$ cat src/rtl/riscv_div_seq_pkg.sv
// Shared decode patterns and types for the M-extension divide sequencer.
package riscv_div_seq_pkg;

  localparam int unsigned DEC_W = 15;

  // {funct7, funct3, opcode[6:2]}
  localparam logic [DEC_W-1:0] DEC_DIV   = 15'b0000001_100_01100;
  localparam logic [DEC_W-1:0] DEC_DIVU  = 15'b0000001_101_01100;
  localparam logic [DEC_W-1:0] DEC_REM   = 15'b0000001_110_01100;
  localparam logic [DEC_W-1:0] DEC_REMU  = 15'b0000001_111_01100;
  localparam logic [DEC_W-1:0] DEC_DIVW  = 15'b0000001_100_01110;
  localparam logic [DEC_W-1:0] DEC_DIVUW = 15'b0000001_101_01110;
  localparam logic [DEC_W-1:0] DEC_REMW  = 15'b0000001_110_01110;
  localparam logic [DEC_W-1:0] DEC_REMUW = 15'b0000001_111_01110;

  typedef enum logic [2:0] {
    IDLE,
    CHK,
    BUSY,
    CORR,
    DONE
  } div_state_t;

  typedef struct packed {
    logic sgn;
    logic rem;
    logic word;
  } div_op_t;

endpackage

$ cat src/rtl/riscv_div_iter.sv
// Radix-2 restoring divider datapath: {rem,quot} shift register with trial subtract.
module riscv_div_iter #(
  parameter int unsigned W = 32
) (
  input  logic         clk,
  input  logic         rst,
  input  logic         load,
  input  logic         step,
  input  logic [W-1:0] quot_init,
  input  logic [W-1:0] divisor,
  output logic [W-1:0] rem,
  output logic [W-1:0] quot
);

  logic [W-1:0] div_q;
  logic [W:0]   shifted;
  logic [W:0]   diff;

  assign shifted = {rem, quot[W-1]};
  assign diff    = shifted - {1'b0, div_q};

  // Negative trial difference (bit W set) restores the shifted remainder.
  always_ff @(posedge clk or posedge rst) begin
    if (rst) begin
      rem   <= '0;
      quot  <= '0;
      div_q <= '0;
    end else if (load) begin
      rem   <= '0;
      quot  <= quot_init;
      div_q <= divisor;
    end else if (step) begin
      if (!diff[W]) begin
        rem  <= diff[W-1:0];
        quot <= {quot[W-2:0], 1'b1};
      end else begin
        rem  <= shifted[W-1:0];
        quot <= {quot[W-2:0], 1'b0};
      end
    end
  end

endmodule

$ cat src/rtl/riscv_div_seq.sv
// Multi-cycle DIV/DIVU/REM/REMU(+W) sequencer with special-case filter and sign correction.
module riscv_div_seq
  import riscv_div_seq_pkg::*;
#(
  parameter int unsigned XLEN    = 32,
  parameter bit          HAS_RVW = 1'b0
) (
  input  logic            clk,
  input  logic            rst,
  input  logic            flush,
  input  logic            in_valid,
  output logic            in_ready,
  input  logic [31:0]     instr,
  input  logic [XLEN-1:0] opa,
  input  logic [XLEN-1:0] opb,
  output logic            out_valid,
  input  logic            out_ready,
  output logic [XLEN-1:0] result
);

  localparam int unsigned CNT_W = $clog2(XLEN);
  localparam bit          W_EN  = HAS_RVW && (XLEN == 64);
  localparam logic [31:0] MIN32 = 32'h8000_0000;

  div_state_t state, state_n;
  div_op_t    op_q, dec_op;
  logic       dec_hit;
  logic [DEC_W-1:0] key;

  logic [XLEN-1:0] a_q, b_q, a_w, b_w, a_ext, min_w;
  logic [XLEN-1:0] mag_a, mag_b, quot_init, spec_res;
  logic [XLEN-1:0] q_raw, r_raw, res_sel, corr_res, res_n;
  logic [XLEN-1:0] it_rem, it_quot;
  logic            a_neg, b_neg, div_zero, ovf, special;
  logic [CNT_W-1:0] cnt_q;
  logic            q_neg_q, r_neg_q;
  logic            latch, load, step;

  logic unused_instr;
  assign unused_instr = ^{instr[24:15], instr[11:7], instr[1:0]};

  assign key = {instr[31:25], instr[14:12], instr[6:2]};

  // Instruction decode; W forms only when enabled for a 64-bit core.
  always_comb begin
    dec_hit = 1'b0;
    dec_op  = '0;
    case (key)
      DEC_DIV:   begin dec_hit = 1'b1; dec_op = '{sgn: 1'b1, rem: 1'b0, word: 1'b0}; end
      DEC_DIVU:  begin dec_hit = 1'b1; dec_op = '{sgn: 1'b0, rem: 1'b0, word: 1'b0}; end
      DEC_REM:   begin dec_hit = 1'b1; dec_op = '{sgn: 1'b1, rem: 1'b1, word: 1'b0}; end
      DEC_REMU:  begin dec_hit = 1'b1; dec_op = '{sgn: 1'b0, rem: 1'b1, word: 1'b0}; end
      DEC_DIVW:  begin dec_hit = W_EN; dec_op = '{sgn: 1'b1, rem: 1'b0, word: 1'b1}; end
      DEC_DIVUW: begin dec_hit = W_EN; dec_op = '{sgn: 1'b0, rem: 1'b0, word: 1'b1}; end
      DEC_REMW:  begin dec_hit = W_EN; dec_op = '{sgn: 1'b1, rem: 1'b1, word: 1'b1}; end
      DEC_REMUW: begin dec_hit = W_EN; dec_op = '{sgn: 1'b0, rem: 1'b1, word: 1'b1}; end
      default:   ;
    endcase
  end

  // Operands narrowed to the effective width (sign- or zero-extended for W forms).
  always_comb begin
    a_w   = a_q;
    b_w   = b_q;
    a_ext = a_q;
    min_w = {1'b1, {(XLEN-1){1'b0}}};
    if (op_q.word) begin
      a_ext = XLEN'($signed(a_q[31:0]));
      min_w = XLEN'($signed(MIN32));
      if (op_q.sgn) begin
        a_w = XLEN'($signed(a_q[31:0]));
        b_w = XLEN'($signed(b_q[31:0]));
      end else begin
        a_w = XLEN'(a_q[31:0]);
        b_w = XLEN'(b_q[31:0]);
      end
    end
  end

  assign a_neg    = op_q.sgn & a_w[XLEN-1];
  assign b_neg    = op_q.sgn & b_w[XLEN-1];
  assign mag_a    = a_neg ? -a_w : a_w;
  assign mag_b    = b_neg ? -b_w : b_w;
  assign div_zero = (b_w == '0);
  assign ovf      = op_q.sgn && (a_w == min_w) && (b_w == '1);
  assign special  = div_zero || ovf;

  // W forms park the 32-bit dividend in the upper half so 32 steps suffice.
  assign quot_init = op_q.word ? (mag_a << (XLEN - 32)) : mag_a;

  always_comb begin
    spec_res = '0;
    if (div_zero) begin
      spec_res = op_q.rem ? a_ext : '1;
    end else if (!op_q.rem) begin
      spec_res = min_w;
    end
  end

  assign q_raw    = q_neg_q ? -it_quot : it_quot;
  assign r_raw    = r_neg_q ? -it_rem  : it_rem;
  assign res_sel  = op_q.rem ? r_raw : q_raw;
  assign corr_res = op_q.word ? XLEN'($signed(res_sel[31:0])) : res_sel;
  assign res_n    = (state == CHK) ? spec_res : corr_res;

  assign in_ready = (state == IDLE) && !flush;

  always_ff @(posedge clk or posedge rst) begin
    if (rst) state <= IDLE;
    else     state <= state_n;
  end

  always_comb begin
    state_n = state;
    latch   = 1'b0;
    load    = 1'b0;
    step    = 1'b0;
    case (state)
      IDLE: begin
        if (in_valid && dec_hit) begin
          latch   = 1'b1;
          state_n = CHK;
        end
      end
      CHK: begin
        if (special) begin
          state_n = DONE;
        end else begin
          load    = 1'b1;
          state_n = BUSY;
        end
      end
      BUSY: begin
        step = 1'b1;
        if (cnt_q == '0) state_n = CORR;
      end
      CORR:    state_n = DONE;
      DONE:    if (out_ready) state_n = IDLE;
      default: state_n = IDLE;
    endcase
    if (flush) begin
      state_n = IDLE;
      latch   = 1'b0;
      load    = 1'b0;
      step    = 1'b0;
    end
  end

  // Operand latch, step counter, sign flags and the registered result.
  always_ff @(posedge clk or posedge rst) begin
    if (rst) begin
      op_q      <= '0;
      a_q       <= '0;
      b_q       <= '0;
      cnt_q     <= '0;
      q_neg_q   <= 1'b0;
      r_neg_q   <= 1'b0;
      out_valid <= 1'b0;
      result    <= '0;
    end else begin
      out_valid <= (state_n == DONE);
      if (latch) begin
        op_q <= dec_op;
        a_q  <= opa;
        b_q  <= opb;
      end
      if (load) begin
        cnt_q   <= op_q.word ? CNT_W'(31) : CNT_W'(XLEN - 1);
        q_neg_q <= a_neg ^ b_neg;
        r_neg_q <= a_neg;
      end else if (step) begin
        cnt_q <= cnt_q - CNT_W'(1);
      end
      if (state_n == DONE && state != DONE) result <= res_n;
    end
  end

  riscv_div_iter #(.W(XLEN)) u_iter (
    .clk       (clk),
    .rst       (rst),
    .load      (load),
    .step      (step),
    .quot_init (quot_init),
    .divisor   (mag_b),
    .rem       (it_rem),
    .quot      (it_quot)
  );

endmodule

$ cat config.mk
export PLATFORM = sky130hd
export DESIGN_NAME = riscv_div_seq
export DESIGN_NICKNAME = d
export VERILOG_FILES = /design/src/rtl/riscv_div_seq_pkg.sv /design/src/rtl/riscv_div_iter.sv /design/src/rtl/riscv_div_seq.sv
export SDC_FILE = /design/constraint.sdc
export NUM_CORES = 1
export LEC_CHECK = 0
export ABC_CLOCK_PERIOD_IN_PS = 8400
export BUFFER_PORTS_ARGS = -buffer_cell sky130_fd_sc_hd__buf_4
export CAP_MARGIN = 15
export CORE_MARGIN = 2
export CORE_UTILIZATION = 61
export DETAILED_ROUTE_END_ITERATION = 10
export PLACE_DENSITY = 0.82
export SLEW_MARGIN = 20
export SYNTH_ARGS = -nofsm -noshare
export SYNTH_HDL_FRONTEND = slang
export SYNTH_SLANG_ARGS = --single-unit
$ cat constraint.sdc
create_clock -name clk -period 8.4 [get_ports clk]
set_clock_uncertainty 0.2 [all_clocks]
set_input_delay 0.42 -clock clk [delete_from_list [all_inputs] [get_ports clk]]
set_output_delay 0.42 -clock clk [all_outputs]
set_load 0.02 [all_outputs]
==> impl.org, run 1 <==
** Placed design
- IO Port Bufs :: 117
- Total half-perimeter wirelength after legalization and detailed placement :: 28800 um
- GP Congestion :: 0.966

** Min path
- The path class of the tightest hold or removal check is in -> reg.

** Floorplan
- Pin placement for this block handled 135 I/O pins.
- The floorplan has 55 rows.
- In this run the horizontal extent of the chip is 155 um.
- Initial core utilization :: 0.617
- Core area :: 22500 um^2
- The die covers 24000 um^2.
- Vert. Die Dim :: 155 um

** Global route
- Entering global routing, the biggest net connects 137 pins.
- Gr usage total :: 0.366
- First-pass GRT wire length :: 69200 um
- Global-route congestion overflow total :: 0
- Number of antenna violations at the first check in global routing :: 0
- Via count of the first global-routing pass :: 12600

** Yosys
- Commonest cells post-synth :: dfrtp_1 (205), nand2_1 (169), o21ai_0 (140)
- Area of the mapped netlist :: 13900 um^2
- Cells taking the most area after synthesis :: dfrtp_1 (37%), o21ai_0 (5.0%), mux2_2 (5.0%)
- Proportion of synthesized chip area in sequential cells :: 0.370
- Synthesized net count :: 1726
- Area share of the largest cell type after synthesis :: 0.370
- A synthesized cell averages 8.76 um^2.
- Synthesis inferred 205 register bits.
- Of all flip-flops after synthesis, the portion carrying an async set or reset was 1.00.
- Biggest area consumer among synthesized cells :: dfrtp_1
- Among all flip-flop cells after synthesis, the most frequent one is dfrtp_1.
- Counting distinct cell types in the post-synthesis netlist gives 86.
- The Yosys step of the flow raised 0 warnings.
- Cell count after synthesis :: 1585
- Number of synthesized flops with an enable pin :: 0
- By instance count, the leading cell after synthesis is dfrtp_1.

** Clock tree
- The root buffer cell chosen for the clock tree is clkbuf_16.
- Number of buffers inserted to repair setup after CTS :: 0
- Reg clk slew, reported paths :: 70 ps
- Maximum root-to-sink buffer count :: 3
- Hold_buf cts :: 67
- TritonCTS buffer count :: 23
- Insertion delay of the later-clocked pin in the worst-skew pair :: 540 ps
- Clock tree from TritonCTS :: yes
- Post-CTS repair changed the size of 0 cells.
- Total number of clock tree sinks :: 205
- CTS built an H-tree with a depth of 1.

** Timing
- Setup repair after global routing left no endpoint under its margin.
- Of the available clock period, the critical path in the final layout requires 0.514.
- Headroom to the max-slew limit :: 0.227
- Count of final max-slew check failures :: 0
- Setup violations remaining at the end of the flow were counted as 0.
- For the pin with the worst max-slew slack, the measured transition is 1150 ps.
- Counting I/O delays and the setup requirement, the final critical path takes 4320 ps.
- WHS :: 43.1 ps
- In the final timing run, aggregate negative setup slack is 0 ps.
- For this run, the top clock speed supported by timing is 232 MHz.
- Final Hold Viols :: 0

** Worst setup path
- Data required, critical path :: 8610 ps
- The worst setup path is launched from a flop.
- Kind of capture point of the worst setup path :: flop
- For the worst setup path, the data arrival time is 4530 ps.
- Of all nets on the critical path, the largest fanout is 25.
- The worst setup path is of the reg -> reg kind.

** Routing
- Pre-Repair DR Iteration Count :: 6
- Once detail routing completed, the nets flagged for antenna violations numbered 0.
- Count of routing violations after the opening detailed-route iteration :: 1490
- After detailed routing, the number of vias per cell comes to 6.66.
- The routed layout has 13400 vias.
- Total detailed-routing wirelength :: 43900 um
- After detailed routing, the average wire length per cell comes to 21.8 um.
- After detailed routing, the number of remaining DRC violations is 0.

** Power and ir drop
- Internal power :: 0.00196 W
- Areal power density over the cells :: 176 nW/um^2
- Share of total power consumed by net switching :: 0.317
- In this run the power spent charging and discharging nets is 0.000912 W.
- VDD sags by at most 180 uV.
- The share of total power dissipated in sequential elements is 0.398.
- The share of total power dissipated in combinational logic is 0.229.
- Of the total power, the clock network draws 0.373.
- LEAKAGE :: 7.41 nW

** Layout
- Of the cells placed in the final design, the portion with a size suffix greater than 1 is 0.160.
- # diodes :: 0
- The area growth from synthesis to layout is 17.4%.
- The net count of the finished layout is 1854.

** Status
- Status :: finished clean

** Flow run
- Max Cap Viol :: 0
cell usage in the layout, fill, tap and decap left out, drive strengths merged, types with 6 or more instances in the layout:
cell type and instances:
dfrtp 205, nand2 169, o21ai 145, buf 130, nor2 114, a21oi 113, xor2 71, dlygate4sd3 67
inv 67, xnor2 66, mux2 62, o31ai 47, nor3 46, nand3 40, ha 39, clkbuf 30
nand4 28, a211oi 23, a221o 18, or4 18, a21o 17, or3 16, o41ai 15, a22oi 14
and3 13, o211ai 13, nor4 13, a31oi 11, a221oi 11, and2 10, mux2i 9, or2 6
metrics by stage:
| step | instances | total power, W | utilization | setup WS, ps | area, um^2 |
|---|---|---|---|---|---|
| CTS | 2014 | 0.00286 | 0.724 | 4180 | 16300 |
| floorplan | 1585 | 0.00158 | - | 2180 | 13900 |
| global placement | 1906 | 0.00175 | 0.658 | 4310 | 14800 |
| global route | 2014 | 0.00299 | 0.724 | 3950 | 16300 |
| finish | 2014 | 0.00287 | 0.724 | 4080 | 16300 |
| detailed placement | 1906 | 0.00177 | 0.658 | 4220 | 14800 |
flip-flops by register name, summed over array words and instances, names as in the netlist:
signal	count
u_iter.div_q	32
u_iter.quot	32
a_ext	32
result	32
state	3
op_q	2
u_iter.rem	32
b_q	32
out_valid	1
q_neg_q	1
cnt_q	5
r_neg_q	1
critical path, cell delays in order (launching register included):
cell and delay, ps:
dfrtp_1 430, inv_1 160, ha_1 180, inv_1 50
fa_1 430, a211oi_1 380, o211ai_1 280, a211oi_1 340
nor2_1 170, a311o_1 510, nand3_2 550, a21oi_1 170
o31ai_1 340
worst paths after layout:
path / startpoint / end / slack, ps / cells after the start
worst max-delay path: u_iter.quot[31] / u_iter.rem[18] / 4080 / 12
worst min-delay path: instr[3] / state[0] / 40 / 3
worst max register to register: u_iter.quot[31] / u_iter.rem[18] / 4080 / 12
worst min register to register: result[11] / result[11] / 280 / 2
max in group asynchronous: rst / result[29] / 6030 / 4
min in group asynchronous: rst / u_iter.rem[13] / 440 / 3
routing by layer:
metal  vias to the layer above  track usage  share of wire  wire, um
met1                      6382        0.516           0.41     17800
met2                       852        0.560           0.44     19500
met4                         0        0.140          0.040      1740
met3                       141       0.0712           0.11      4840
met5                         -            0              0         0
li1                       6037            -              -         -
cell families after synthesis:
family / count (synthesis) / synth area share
XOR/XNOR: 137 / 0.0865
adder cells (fa/ha/maj): 40 / 0.0366
AND/OR/NAND/NOR: 501 / 0.179
AO/OA/AOI/OAI: 471 / 0.222
buffers and inverters: 160 / 0.0489
multiplexers: 71 / 0.0568
flip-flops: 205 / 0.370
power by group through the flow:
stage	clock network, W	registers, W	logic, W
3_5_place_dp	0	0.00116	0.000615
5_1_grt	0.00112	0.00115	0.000719
3_3_place_gp	0	0.00115	0.000598
2_1_floorplan	0	0.00113	0.000445
6_report	0.00107	0.00114	0.000659
4_1_cts	0.00108	0.00114	0.000643
layout make-up:
cell class | instances | area (um^2)
Inverter | 66 | 255
Clock inverter | 11 | 158
Sequential cell | 205 | 5130
Tap cell | 285 | 357
Multi-Input combinational cell | 1220 | 8110
Clock buffer | 30 | 642
Fill cell | 1593 | 6210
Timing Repair Buffer | 197 | 1650
(Power assumes the default switching activity.)
==> inputs of run 2 (changes only) <==
--- a/config.mk
+++ b/config.mk
@@ -5,7 +5,7 @@
 export SDC_FILE = /design/constraint.sdc
 export NUM_CORES = 1
 export LEC_CHECK = 0
-export ABC_CLOCK_PERIOD_IN_PS = 8400
+export ABC_CLOCK_PERIOD_IN_PS = 4100
 export BUFFER_PORTS_ARGS = -buffer_cell sky130_fd_sc_hd__buf_4
 export CAP_MARGIN = 15
 export CORE_MARGIN = 2
==> constraint.sdc (replaced) <==
create_clock -name clk -period 4.1 [get_ports clk]
set_clock_uncertainty 0.2 [all_clocks]
set_input_delay 0.205 -clock clk [delete_from_list [all_inputs] [get_ports clk]]
set_output_delay 0.205 -clock clk [all_outputs]
set_load 0.02 [all_outputs]
==> impl.org, run 2 (same netlist as run 1, synthesis figures left out) <==
** Global route
- Global-route congestion overflow total :: 0 (unchanged)
- The first-pass GRT wire length came to 70100 um (was 69200 um).
- The global routing usage summed across all routing layers came to 0.372 (was 0.366).
- The number of global-route vias before repair came to 12900 (was 12600).
- The maximum number of pins on one net before global-route repair is 103 (was 137).
- The number of antenna violations at the first check in global routing was 0 (unchanged).

** Min path
- Hold WC Path Type :: in -> reg (unchanged)
- The worst hold path stage count is 6 (was 3).
- The hold-critical path endpoint was op_q[1] (was state[0]).
- The beginning of the worst hold path was instr[29] (was instr[3]).

** Clock tree
- Total number of clock tree sinks :: 205 (unchanged)
- Insertion delay of the later-clocked pin in the worst-skew pair :: 530 ps (was 540 ps)
- The total CTS buffers came to 24 (was 23).
- Reg clk slew, reported paths :: 60 ps (was 70 ps)
- Clock tree from TritonCTS :: yes (unchanged)
- The level count of the clock H-tree was 1 (unchanged).
- The library cell used as clock root buffer was clkbuf_16 (unchanged).
- Maximum root-to-sink buffer count :: 3 (unchanged)

** Timing
- Share of the clock period used by the worst path after layout :: 0.923 (was 0.514)
- The worst hold margin was 33.3 ps (was 43.1 ps).
- Count of final max-slew check failures :: 0 (unchanged)
- The number of setup violations in the final report came to 0 (unchanged).
- Headroom to the max-slew limit :: 0.297 (was 0.227)
- Summed negative setup slack over all endpoints :: 0 ps (unchanged)
- Max Clock Freq :: 264 MHz (was 232 MHz)
- Actual transition at the worst max-transition pin :: 1050 ps (was 1150 ps)
- The post-layout minimum cycle time came to 3780 ps (was 4320 ps).
- The number of endpoints with negative hold slack in the final report was 0 (unchanged).
- RSZ-0062 raised after global routing :: no (unchanged)

** Power and ir drop
- The peak supply drop came to 352 uV (was 180 uV).
- The overall power after layout came to 0.00596 W (was 0.00287 W).
- The ratio of total power to cell area came to 357 nW/um^2 (was 176 nW/um^2).
- The leakage power of the design came to 7.62 nW (was 7.41 nW).

** Routing
- The via count of the routed design was 13700 (was 13400).
- The remaining number of nets flagged by the antenna check after routing is 0 (unchanged).
- Count of routing violations after the opening detailed-route iteration :: 1491 (was 1490)
- Routed via count divided by cell count :: 6.65 (was 6.66)
- The detailed-routing iteration count for the pre-antenna-repair pass is 6 (unchanged).
- Post-route DRC violation count :: 0 (unchanged)
- The total wirelength of the detailed-routed design is 44800 um (was 43900 um).
- The detailed-route wire length per cell came to 21.8 um (about the same).

** Floorplan
- Vert. Die Dim :: 155 um (unchanged)
- Initial core utilization :: 0.617 (unchanged)
- Number of rows in the core area :: 55 (unchanged)
- Total Die Area :: 24000 um^2 (unchanged)
- Core area :: 22500 um^2 (unchanged)
- The die width came to 155 um (unchanged).
- The I/O pin total was 135 (unchanged).

** Worst setup path
- The category of the worst setup path capture point was a flop (unchanged).
- Data required, critical path :: 4340 ps (was 8610 ps)
- The number of cells on the worst reg-to-reg path is 12 (unchanged).
- Register-to-register setup slack :: 320 ps (was 4080 ps)
- The critical path class is reg -> reg (unchanged).
- RR Endpoint :: u_iter.rem[1] (was u_iter.rem[18])
- The data arrival time of the critical path is 4020 ps (was 4530 ps).
- The worst reg2reg path startpoint is u_iter.quot[31] (unchanged).
- The largest fanout of any net on the critical path was 16 (was 25).
- Worst setup SP type :: flop (unchanged)

** Status
- Status :: finished clean (unchanged)

** Layout
- Total area of multi-input combinational cells :: 8100 um^2 (was 8110 um^2)
- Area used by sequential logic in the layout :: 5130 um^2 (unchanged)
- The number of nets in the final layout was 1894 (was 1854).
- Synth-to-layout area growth :: 20.2% (was 17.4%)
- Most common cell after layout, fill and taps aside :: dfrtp_1 (unchanged)
- The filler cell count in the final layout was 1533 (was 1593).
- The fraction of final layout cells sized beyond drive strength 1 is 0.175 (was 0.160).
- The summed area of non-filler cells in the final layout is 16700 um^2 (was 16300 um^2).
- Most frequent cells in the layout: dfrtp_1 (205), nand2_1 (169), buf_4 (157) (was dfrtp_1 (205), nand2_1 (169), o21ai_0 (140)).

** Placed design
- The count of port buffers added during placement came to 117 (unchanged).
- GP Congestion :: 0.970 (was 0.966)
- The total placed instance area is 15100 um^2 (was 14800 um^2).
- The half-perimeter wire length after detailed placement is 29800 um (was 28800 um).

** Flow run
- The total of max-cap violations came to 0 (unchanged).
==> run 2: cell types whose count changed in the layout (fill, tap and decap cells not counted), moves of 2 or more <==
cell           previous run  this run
dlygate4sd3_1            67        73
clkinvlp_4                2         4
clkinv_2                  3         1
buf_4                   130       157
buf_12                    0         6
clkbuf_1                  3         6
clkbuf_16                23        25
==> run 2: per-layer routing <==
metal  global-route usage  share of wire
met1                0.519           0.41
met2                0.564           0.44
met5                    0              0
met3               0.0838           0.11
met4                0.151          0.042
==> run 2: critical path, stage by stage (launching register included) <==
cell and delay [ps]:
dfrtp_1 400, inv_1 110, ha_1 230, inv_1 70, fa_1 230, a211oi_1 110, o211ai_1 450, a211oi_2 150
nor2_1 330, a311oi_2 220, nor2_1 820, o21ai_0 230, o211ai_1 150
==> run 2: report_power, final <==
group / switching, W / internal [W]
logic: 0.000811 / 0.000604
clock network: 0.000892 / 0.00133
registers: 0.000178 / 0.00215
==> run 2: metrics by stage <==
stage	std cells	setup WS, ps	utilization
final	2056	317	0.742
after global routing	2055	99.2	0.741
after CTS	2055	305	0.741
after detailed placement	1939	347	0.673
after global placement	1939	371	0.673
after floorplan	1585	729	-
==> run 2: how the worst max path moves through the flow <==
stage	cells after the start	from	to	slack (ps)
2_1_floorplan	14	u_iter.quot[31]	u_iter.rem[11]	730
3_3_place_gp	13	u_iter.quot[31]	u_iter.rem[11]	370
3_5_place_dp	13	u_iter.quot[31]	u_iter.rem[11]	350
4_1_cts	13	u_iter.quot[31]	u_iter.rem[12]	300
5_1_grt	12	u_iter.quot[31]	u_iter.rem[1]	100
6_report	12	u_iter.quot[31]	u_iter.rem[1]	320
==> run 2: layout make-up <==
| type | count | area share |
|---|---|---|
| multi-input cells | 1220 | 0.486 |
| flip-flops and latches | 205 | 0.307 |
| repair buffers | 236 | 0.122 |
| clock buffers | 36 | 0.0430 |
| well taps | 285 | 0.0214 |
| inverters | 66 | 0.0151 |
| clock inverters | 7 | 0.00577 |
| diodes | 1 | 0.000150 |
==> run 2: what timing repair did <==
item / 4_1_cts / 5_1_grt
gates resized for setup: 0 / 1
buffers inserted: 0 / 0
hold buffers: 73 / 0
setup endpoints to repair: 0 / 2
hold endpoints to repair: 106 / 0
==> inputs of run 3 (changes only) <==
--- a/config.mk
+++ b/config.mk
@@ -9,9 +9,9 @@
 export BUFFER_PORTS_ARGS = -buffer_cell sky130_fd_sc_hd__buf_4
 export CAP_MARGIN = 15
 export CORE_MARGIN = 2
-export CORE_UTILIZATION = 61
+export CORE_UTILIZATION = 52
 export DETAILED_ROUTE_END_ITERATION = 10
-export PLACE_DENSITY = 0.82
+export PLACE_DENSITY = 0.71
 export SLEW_MARGIN = 20
 export SYNTH_ARGS = -nofsm -noshare
 export SYNTH_HDL_FRONTEND = slang
==> impl.org, run 3 (same netlist as run 1, synthesis figures left out) <==
** Timing
- RSZ-0062 raised after global routing :: no (unchanged)
- The fmax came to 257 MHz (was 264 MHz).
- The post-layout minimum cycle time came to 3900 ps (was 3780 ps).
- Actual transition at the worst max-transition pin :: 1070 ps (was 1050 ps)
- The number of endpoints with negative hold slack in the final report was 0 (unchanged).
- Count of final max-slew check failures :: 0 (unchanged)
- The worst hold margin was 80.8 ps (was 33.3 ps).
- The worst slew margin relative to its limit came to 0.285 (was 0.297).
- Final count of negative-setup-slack endpoints :: 0 (unchanged)
- The setup TNS after final layout came to 0 ps (unchanged).
- The final period utilization came to 0.951 (was 0.923).

** Floorplan
- The die width is 167 um (was 155 um).
- Initial core utilization :: 0.531 (was 0.617)
- The number of rows in the core area came to 59 (was 55).
- The overall die height was 167 um (was 155 um).
- The I/O pin total is 135 (unchanged).
- Core area :: 26100 um^2 (was 22500 um^2)
- Total Die Area :: 28000 um^2 (was 24000 um^2)

** Status
- The final reports fail on design-rule violations.
- Status :: complete, but fails checks (was finished clean)

** Worst setup path
- The data arrival time of the critical path was 4190 ps (was 4020 ps).
- The critical path launch point type was a primary input (was flop).
- The largest fanout of any net on the critical path is 19 (was 16).
- The required time at the worst-slack endpoint is 4390 ps (was 4340 ps).
- Setup CP Type :: in -> reg (was reg -> reg)
- The category of the worst setup path capture point is a flop (unchanged).

** Routing
- Post-detailed-route wirelength per cell :: 20.7 um (was 21.8 um)
- The detailed-routing iteration count for the pre-antenna-repair pass was 9 (was 6).
- The total met2 wirelength after detailed routing is 19300 um (was 19700 um).
- The routed wire length on met3 was 4540 um (was 4860 um).
- The remaining number of nets flagged by the antenna check after routing is 0 (unchanged).
- Routed via count divided by cell count :: 6.21 (was 6.65)
- The via count of the routed design came to 13200 (was 13700).
- The total wirelength of the detailed-routed design was 44000 um (was 44800 um).
- Top Metal Used :: met4 (unchanged)
- The violation count after the first detailed-route iteration came to 1350 (was 1491).
- Post-route DRC violation count :: 8 (was 0)
- The post-route met1 wirelength is 18900 um (was 18300 um).

** Layout
- The register cell area after layout is 5130 um^2 (unchanged).
- Final-layout fill cell count :: 2193 (was 1533)
- Most frequent cells in the layout: dfrtp_1 (205), buf_4 (176), nand2_1 (169) (was dfrtp_1 (205), nand2_1 (169), buf_4 (157)).
- Total area of multi-input combinational cells :: 8100 um^2 (about the same)
- Post-route cell area :: 16900 um^2 (was 16700 um^2)
- Final Net Count :: 1915 (was 1894)
- The antenna cell count came to 0 (was 1).
- The most frequent standard cell in the layout excluding fill and tap cells is dfrtp_1 (unchanged).
- The area overhead of the layout relative to synthesis is 22.0% (was 20.2%).
- Layout cell share with drive strength beyond 1 :: 0.185 (was 0.175)

** Clock tree
- The maximum clock path buffer count came to 3 (unchanged).
- The post-CTS setup-driven buffer insertion count is 0 (unchanged).
- TritonCTS buffer count :: 25 (was 24)
- Total number of clock tree sinks :: 205 (unchanged)
- Clock tree from TritonCTS :: yes (unchanged)
- The library cell used as clock root buffer was clkbuf_16 (unchanged).
- The level count of the clock H-tree came to 1 (unchanged).
- The clock latency on the worst-skew pair is 550 ps (was 530 ps).
- Reg clk slew, reported paths :: 60 ps (about the same)

** Power and ir drop
- Areal power density over the cells :: 358 nW/um^2 (was 357 nW/um^2)
- LEAKAGE :: 7.73 nW (was 7.62 nW)
- Worst ir drop on vdd :: 385 uV (was 352 uV)

** Placed design
- Instance area at placement :: 15300 um^2 (was 15100 um^2)
- The placer congestion estimate was 0.940 (was 0.970).
- The half-perimeter wire length after detailed placement is 31400 um (was 29800 um).
- The count of port buffers added during placement was 117 (unchanged).

** Global route
- The first-pass GRT wire length came to 70000 um (was 70100 um).
- Largest net degree at the start of global routing :: 65 (was 103)
- The number of antenna violations at the first check in global routing came to 2 (was 0).
- Global-route congestion overflow total :: 0 (unchanged)
- Via count of the first global-routing pass :: 12600 (was 12900)
- Gr usage total :: 0.314 (was 0.372)

** Flow run
- Max Cap Viol :: 0 (unchanged)

** Min path
- Hold WC Path Type :: in -> reg (unchanged)
==> run 3: cell count changes in the layout (fill, tap and decap cells not counted), sizes merged <==
cell,previous run,this run
diode,1,0
inv,64,67
buf,163,180
clkinv,3,5
clkbuf,36,34
dlygate4sd3,73,76
==> run 3: path summary, 6_finish.rpt <==
check | start | to | slack (ps) | depth (start not counted)
worst max-delay path | instr[6] | a_ext[15] | 200 | 11
min in group asynchronous | rst | u_iter.rem[7] | 140 | 3
worst min-delay path | instr[29] | op_q[1] | 80 | 6
worst min register to register | result[1] | result[1] | 280 | 2
worst max register to register | u_iter.quot[31] | u_iter.rem[17] | 320 | 13
max in group asynchronous | rst | a_ext[14] | 2560 | 4
==> run 3: metal layers <==
metal  vias to the layer above  track usage
li1                       6160            -
met1                      6328        0.449
met2                       642        0.474
met3                        89       0.0693
met4                         0        0.103
met5                         -            0
==> run 3: cell type report <==
cell class | instances | area share
clock inverter | 12 | 0.00916
multi-input combinational | 1220 | 0.478
timing repair buffer | 256 | 0.128
sequential | 205 | 0.303
tap | 335 | 0.0247
clock buffer | 34 | 0.0425
inverter | 66 | 0.0148
==> run 3: worst max-delay path, stage by stage <==
cell	delay, ps
dlygate4sd3_1	530
buf_4	140
or4b_2	650
nor3_1	220
buf_4	220
nand4b_1	210
nor2_4	570
nand2_1	130
dlygate4sd3_1	600
o21ai_0	100
dlygate4sd3_1	590
==> run 3: where the power goes <==
| part | total (W) | switching [W] | internal [W] |
|---|---|---|---|
| Sequential | 0.00231 | 0.000169 | 0.00215 |
| Combinational | 0.00144 | 0.000828 | 0.000612 |
| Clock | 0.00232 | 0.000940 | 0.00138 |
| Total | 0.00607 | 0.00194 | 0.00413 |
==> run 3: timing repair <==
action,4_1_cts,5_1_grt
hold endpoints to repair,95,0
endpoints found under the setup margin,0,3
hold buffers,76,0
gates resized for setup,0,1
==> run 3: per-stage QoR <==
stage	setup slack, ps	util	power [W]	std cells
5_1_grt	44.1	0.648	0.00634	2128
4_1_cts	260	0.648	0.00607	2128
2_1_floorplan	729	-	0.00323	1585
6_report	203	0.648	0.00607	2128
3_5_place_dp	287	0.585	0.00370	2006
3_3_place_gp	375	0.585	0.00367	2006
